**src/rtl/gated_clk_en_ctrl.sv**
```systemverilog
// Idle-detect clock-enable controller for one gated clock cell.
// Drops local_en after a programmable idle window, restores it on a wake
// condition and holds unit_ready low for a fixed warm-up period.
//
// Interface semantics: this block has no valid/ready handshake. gate_allow,
// unit_busy and wake_req are plain levels sampled on every rising edge of
// clk_in. wake_ack is a one-cycle pulse that is not acknowledged back.
module gated_clk_en_ctrl #(
  parameter int IDLE_CYCLES = 16,
  parameter int WAKE_CYCLES = 2,
  parameter int CNT_W       = 8
) (
  input  logic       clk_in,
  input  logic       rst,
  input  logic       gate_allow,
  input  logic       unit_busy,
  input  logic       wake_req,
  input  logic       pad_yy_gate_clk_en_b,
  output logic       local_en,
  output logic       unit_ready,
  output logic       gated,
  output logic       wake_ack,
  output logic [1:0] dbg_state
);

  typedef enum logic [1:0] {
    S_RUN      = 2'd0,
    S_IDLE_CNT = 2'd1,
    S_GATED    = 2'd2,
    S_WAKE     = 2'd3
  } state_t;

  localparam logic [CNT_W-1:0] IDLE_LOAD = CNT_W'(IDLE_CYCLES - 1);
  localparam logic [CNT_W-1:0] WAKE_LOAD = CNT_W'(WAKE_CYCLES - 1);
  localparam logic [CNT_W-1:0] CNT_ONE   = CNT_W'(1);

  state_t             r_state;
  logic [CNT_W-1:0]   r_cnt;
  logic               r_local_en_q;
  logic               r_unit_ready;
  logic               r_gated;
  logic               r_wake_ack;

  state_t             w_next_state;
  logic [CNT_W-1:0]   w_next_cnt;
  logic               w_idle;

  // Next-state and counter selection; bypass forces RUN from any state.
  always_comb begin
    w_idle       = gate_allow & ~unit_busy & ~wake_req;
    w_next_state = r_state;
    w_next_cnt   = r_cnt;
    if (pad_yy_gate_clk_en_b) begin
      w_next_state = S_RUN;
      w_next_cnt   = '0;
    end else begin
      case (r_state)
        S_RUN: begin
          if (w_idle) begin
            w_next_state = S_IDLE_CNT;
            w_next_cnt   = IDLE_LOAD;
          end
        end
        S_IDLE_CNT: begin
          // Activity on the final count still wins: no gating.
          if (!w_idle) begin
            w_next_state = S_RUN;
            w_next_cnt   = '0;
          end else if (r_cnt == '0) begin
            w_next_state = S_GATED;
          end else begin
            w_next_cnt = r_cnt - CNT_ONE;
          end
        end
        S_GATED: begin
          // Any reason to leave (wake, busy, permission withdrawn) is one entry.
          if (!w_idle) begin
            w_next_state = S_WAKE;
            w_next_cnt   = WAKE_LOAD;
          end
        end
        S_WAKE: begin
          // Inputs are ignored while warming up; a wake cannot be aborted.
          if (r_cnt == '0) begin
            w_next_state = S_RUN;
          end else begin
            w_next_cnt = r_cnt - CNT_ONE;
          end
        end
        default: begin
          w_next_state = S_RUN;
          w_next_cnt   = '0;
        end
      endcase
    end
  end

  // State, counter and registered outputs decoded from the next state.
  always_ff @(posedge clk_in) begin
    if (rst) begin
      r_state      <= S_RUN;
      r_cnt        <= '0;
      r_local_en_q <= 1'b1;
      r_unit_ready <= 1'b1;
      r_gated      <= 1'b0;
      r_wake_ack   <= 1'b0;
    end else begin
      r_state      <= w_next_state;
      r_cnt        <= w_next_cnt;
      r_local_en_q <= (w_next_state != S_GATED);
      r_unit_ready <= (w_next_state == S_RUN) || (w_next_state == S_IDLE_CNT);
      r_gated      <= (w_next_state == S_GATED);
      r_wake_ack   <= !pad_yy_gate_clk_en_b && (r_state == S_WAKE) &&
                      (w_next_state == S_RUN);
    end
  end

  // Bypass forces the clock on without waiting for an edge.
  assign local_en   = r_local_en_q | pad_yy_gate_clk_en_b;
  assign unit_ready = r_unit_ready;
  assign gated      = r_gated;
  assign wake_ack   = r_wake_ack;
  assign dbg_state  = r_state;

endmodule
```
**config.mk**
```make
export PLATFORM = sky130hd
export DESIGN_NAME = gated_clk_en_ctrl
export DESIGN_NICKNAME = d
export VERILOG_FILES = /design/src/rtl/gated_clk_en_ctrl.sv
export SDC_FILE = /design/constraint.sdc
export NUM_CORES = 1
export LEC_CHECK = 0
export ABC_CLOCK_PERIOD_IN_PS = 1500
export BUFFER_PORTS_ARGS = -buffer_cell sky130_fd_sc_hd__buf_4
export CELL_PAD_IN_SITES_DETAIL_PLACEMENT = 1
export CELL_PAD_IN_SITES_GLOBAL_PLACEMENT = 2
export CORE_MARGIN = 2
export CORE_UTILIZATION = 29
export DETAILED_ROUTE_END_ITERATION = 16
export GPL_TIMING_DRIVEN = 1
export PLACE_DENSITY = 0.72
export SYNTH_ARGS = -nofsm -noshare
export SYNTH_HDL_FRONTEND = slang
export SYNTH_SLANG_ARGS = --single-unit
```
**constraint.sdc**
```tcl
create_clock -name clk_in -period 1.5 [get_ports clk_in]
set_clock_uncertainty 0.15 [all_clocks]
set_input_delay 0.15 -clock clk_in [delete_from_list [all_inputs] [get_ports clk_in]]
set_output_delay 0.15 -clock clk_in [all_outputs]
set_load 0.02 [all_outputs]
```
# Yosys cells after proc, flatten, opt, wreduce, memory -nomap -nowiden
# Cells that the tools add are included.
# classes
n_addsub,1
n_eq_ne,8
n_mux,12
bitwise_logic,5
reduce_logical,9
# ops
op,count
8-bit two-way mux,4
8-bit case mux with 4 select lines,1
2-bit two-way mux,6
8-bit logical NOT,1
2-bit case mux with 4 select lines,1
8-bit by 1-bit subtractor with 8-bit output (second input constant),1
2-bit == test (second input constant),3
2-bit != test (second input constant),3
2-bit by 1-bit == test with 1-bit output (second input constant),2
2-bit logical NOT,2
1-bit bitwise AND,2
1-bit logical AND,2
1-bit NOT,2
2-bit AND reduction,1
2-bit OR reduction,1
1-bit logical NOT,1
1-bit logical OR,1
1-bit bitwise OR,1
# word_totals
ff_bits,14
input_bits,6
out_inout_bits,6

# Longest topological paths before layout
# logic_depth
word_depth,8
depth_mapped,6

# Worst setup path after synthesis
# OpenSTA, ideal clock, no wires.
# synth_timing
path_kind,reg-to-reg
startpoint,reg r_state[1] (netlist: dbg_state[1])
endpoint,reg r_cnt[0]
setup_ps,133
t_arrival_ps,1348
slack_ps,-131
stages_incl_launch_ff,6
path_buffers,1
synth_period_minus_slack_ps,1631
cell_sequence,dfxtp_1 > clkbuf_1 > nor2b_1 > nand2_1 > a21oi_1 > a2111oi_2
# synth_between
elab_chain_len,3
word_cells_on_any_way,8
# synth_lines
element,line,source
start: declaration,37,state_t r_state;
start signal: assignment,108,r_state <= w_next_state;
2-bit == test or 2-bit logical NOT (tied branches),57,case (r_state)
2-bit != test (no source line),n/a,
2-bit AND reduction (no source line),n/a,
end signal: assignment,109,r_cnt <= w_next_cnt;
end: declaration,38,logic [CNT_W-1:0] r_cnt;
# Parallel ways exist; a longest one is shown, timed or not.
# A chain may end at the register's enable or synchronous reset.

# Final worst setup path
# layout_timing
startpoint,reg r_cnt[1]
endpoint,reg r_unit_ready (netlist: unit_ready)
# layout_between
elab_chain_len,7
word_cells_on_any_way,9
# layout_lines
element,line,source
8-bit logical NOT (*),"69, 84",
2-bit two-way mux,69,end else if (r_cnt == '0) begin
2-bit two-way mux,66,if (!w_idle) begin
2-bit case mux with 4 select lines (*),57,
2-bit two-way mux (*),53,if (pad_yy_gate_clk_en_b) begin
2-bit by 1-bit == test with 1-bit output or 2-bit logical NOT (tied branches),111,r_unit_ready <= (w_next_state == S_RUN) || (w_next_state == S_IDLE_CNT);
1-bit logical OR (*),111,
end signal: assignment,111,
end: declaration,40,logic r_unit_ready;
# Every way passes the cells marked *; elsewhere a longest branch is shown, timed or not.

==> impl_metrics.toml <==
[outcome]
status = "complete, but fails checks"
violations = "setup timing"

[min_path]
holdCritPathClass = "input pin to register"
hp-start = "wake_req"

[die]
io_pins = 12
core_area_um2 = 2500
die_x_um = 55.7
start_util = 0.310
die_area_um2 = 3100
die_h_um = 55.7
rows = 18

[grt]
grt_max_degree = 10
grt_usage = 0.162
grt_pass1_vias = 806
top_usage_layer = "met2"
grtUsageMet2 = 0.270
antenna_found_initial = 0
grt_use_met1 = 0.205
grt_first_pass_wirelength_um = 3890
grt.overflow.total = 0
met3_usage = 0.0488

[timing]
rsz0062_at_grt = "true"
slew-limit-headroom = 0.770
fin_crit_sh = 1.07
fin_crit_ps = 1610
drv_slew = 0
max_freq_mhz = 621
timing.setup.tns_ps = -383
tightest_slew_ps = 344
setup_violations = 9
setup_slack_ps = -109
hold_viol = 0

[worst_setup_path]
path_class = "register to register"
crit_path_start = "r_cnt[1]$_SDFFE_PP0P_"
cp-end-kind = "register"
crit_arrival_ps = 1650
cp_data_required_time_ps = 1540
critPathLaunchType = "register"
crit_fanout = 6
r2r_start = "r_cnt[1]$_SDFFE_PP0P_"

[place]
port_buffers = 11
place_ws_ps = -162
hpwl_um = 1690
post-place-cells = 144
gp_congestion = 0.763

[route]
drc = 0
wl_um = 2400
vias = 805
viasPerCell = 5.26
first_iter_violations = 10
wl_per_cell_um = 15.7
postRouteAntennaNets = 0
firstDrtPassIters = 4

[final_layout]
diodes = 0
regArea_um2 = 283
fin_util = 0.463
fillers = 290
multi_input_area_um2 = 528
layout-drive-gt1-share = 0.480
area_growth_pct = 49.2
fin_cells = 153
final_nets = 133

[yosys]
avgSynthCellArea_um2 = 8.52
syn_area_um2 = 776
synth_commonest_cells = "dfxtp_1, inv_1, o21ai_0"
synth.ff_latch_count = 14
synth_async_sr_flop_share = 0
netlist-cell-type-count = 37
yosysTopAreaCellShare = 0.361
yosysSeqAreaShare = 0.361
syn-instance-count = 91
ys_warn_count = 0
syn_nets = 99
synth_area_leader_cell = "dfxtp_1"
yosys-top-cells-area = "dfxtp_1, o21ai_0, o211ai_1"
synth_most_common_cell = "dfxtp_1"
synthFlopType = "dfxtp_1"
synth_edf_count = 0

[cts]
insertion_delay_ps = 290
clk_pin_slew_ps = 90
clk_path_buf_depth = 2
root_buffer = "clkbuf_4"
cts_sinks = 14
cts.htree.levels = 1
cts_tree = "built"
cts_made_buffers = 3

[pwr]
finalPower_w = 0.000723
swShare = 0.273
clock_power_share = 0.323
irDropWorstVdd_uv = 392
power.internal_w = 0.000526
seqPwrFrac = 0.523
power_density_nw_per_um2 = 625
pwr-share-comb = 0.153
switchingPower_w = 0.000197
leakage_nw = 0.490

[job]
maxCapViolCount = 0
==> layout by cell type (no fill, tap or decap), drive strengths merged, types with 2 or more instances in the layout <==
master | Yosys | routed
a211oi | 2 | 2
a21oi | 9 | 9
and3 | 3 | 3
buf | 0 | 30
clkbuf | 3 | 3
dfxtp | 14 | 14
dlygate4sd3 | 0 | 2
ha | 2 | 2
inv | 9 | 9
nand2 | 3 | 3
nand3 | 2 | 2
nor2 | 7 | 7
nor3 | 3 | 3
o211ai | 5 | 5
o21ai | 8 | 8
or2 | 2 | 2
==> flip-flops by register name, summed over array words and instances (netlist names) <==
register and flops:
wake_ack 1, r_local_en_q 1, unit_ready 1, dbg_state 2, gated 1, r_cnt 8
==> metal layers <==
| metal | part of all wire | vias up |
|---|---|---|
| met5 | 0 | - |
| met4 | 0.0042 | 0 |
| met3 | 0.042 | 2 |
| met2 | 0.49 | 11 |
| met1 | 0.47 | 395 |
| li1 | - | 397 |
==> cell families after synthesis <==
| kind of cell | Yosys count | share of synthesized area |
|---|---|---|
| AO/OA/AOI/OAI | 31 | 0.269 |
| XOR/XNOR | 2 | 0.0226 |
| adder cells (fa/ha/maj) | 2 | 0.0323 |
| buffers and inverters | 12 | 0.0581 |
| flip-flops | 14 | 0.361 |
| multiplexers | 1 | 0.0129 |
| AND/OR/NAND/NOR | 29 | 0.244 |
==> power by group through the flow <==
stage	Sequential (W)	Combinational (W)	Clock (W)
after CTS	0.000379	0.000103	0.000237
final	0.000379	0.000111	0.000234
after floorplan	0.000388	0.0000473	0
after global routing	0.000379	0.000122	0.000252
after global placement	0.000387	0.0000849	0
after detailed placement	0.000387	0.0000870	0
==> stage by stage <==
stage / hold slack (ps) / cell area (um2)
3_5_place_dp: 243 / 1000
2_1_floorplan: 121 / 781
3_3_place_gp: 234 / 1000
6_report: 78.1 / 1160
5_1_grt: 93.1 / 1160
4_1_cts: 77.1 / 1120
==> worst max-delay path: stages (launching register included) <==
cell and delay [ps]:
dfxtp_2 340, inv_2 70, ha_4 120, nor4b_4 160, buf_4 180, nand3_4 130, mux2i_2 200, nand2b_1 140
==> worst paths after layout <==
kind	end	slack, ps	depth (start not counted)
max	unit_ready$_SDFF_PP1_	-110	7
min	r_local_en_q$_SDFF_PP1_	80	4
max reg2reg	unit_ready$_SDFF_PP1_	-110	7
min reg2reg	r_cnt[4]$_SDFFE_PP0P_	420	2
==> layout make-up <==
| type | count | share of cell area |
|---|---|---|
| clock buffers | 3 | 0.0195 |
| repair buffers | 32 | 0.218 |
| multi-input cells | 65 | 0.456 |
| inverters | 9 | 0.0292 |
| well taps | 30 | 0.0324 |
| flip-flops and latches | 14 | 0.244 |
==> timing repair <==
item	4_1_cts	5_1_grt
setup endpoints to repair	14	13
gates cloned	0	0
hold endpoints to repair	3	0
hold buffers	2	0
pin swaps	7	6
gates resized for setup	15	9
setup buffers	4	0
Note: power is estimated with default switching activity, not from simulation.
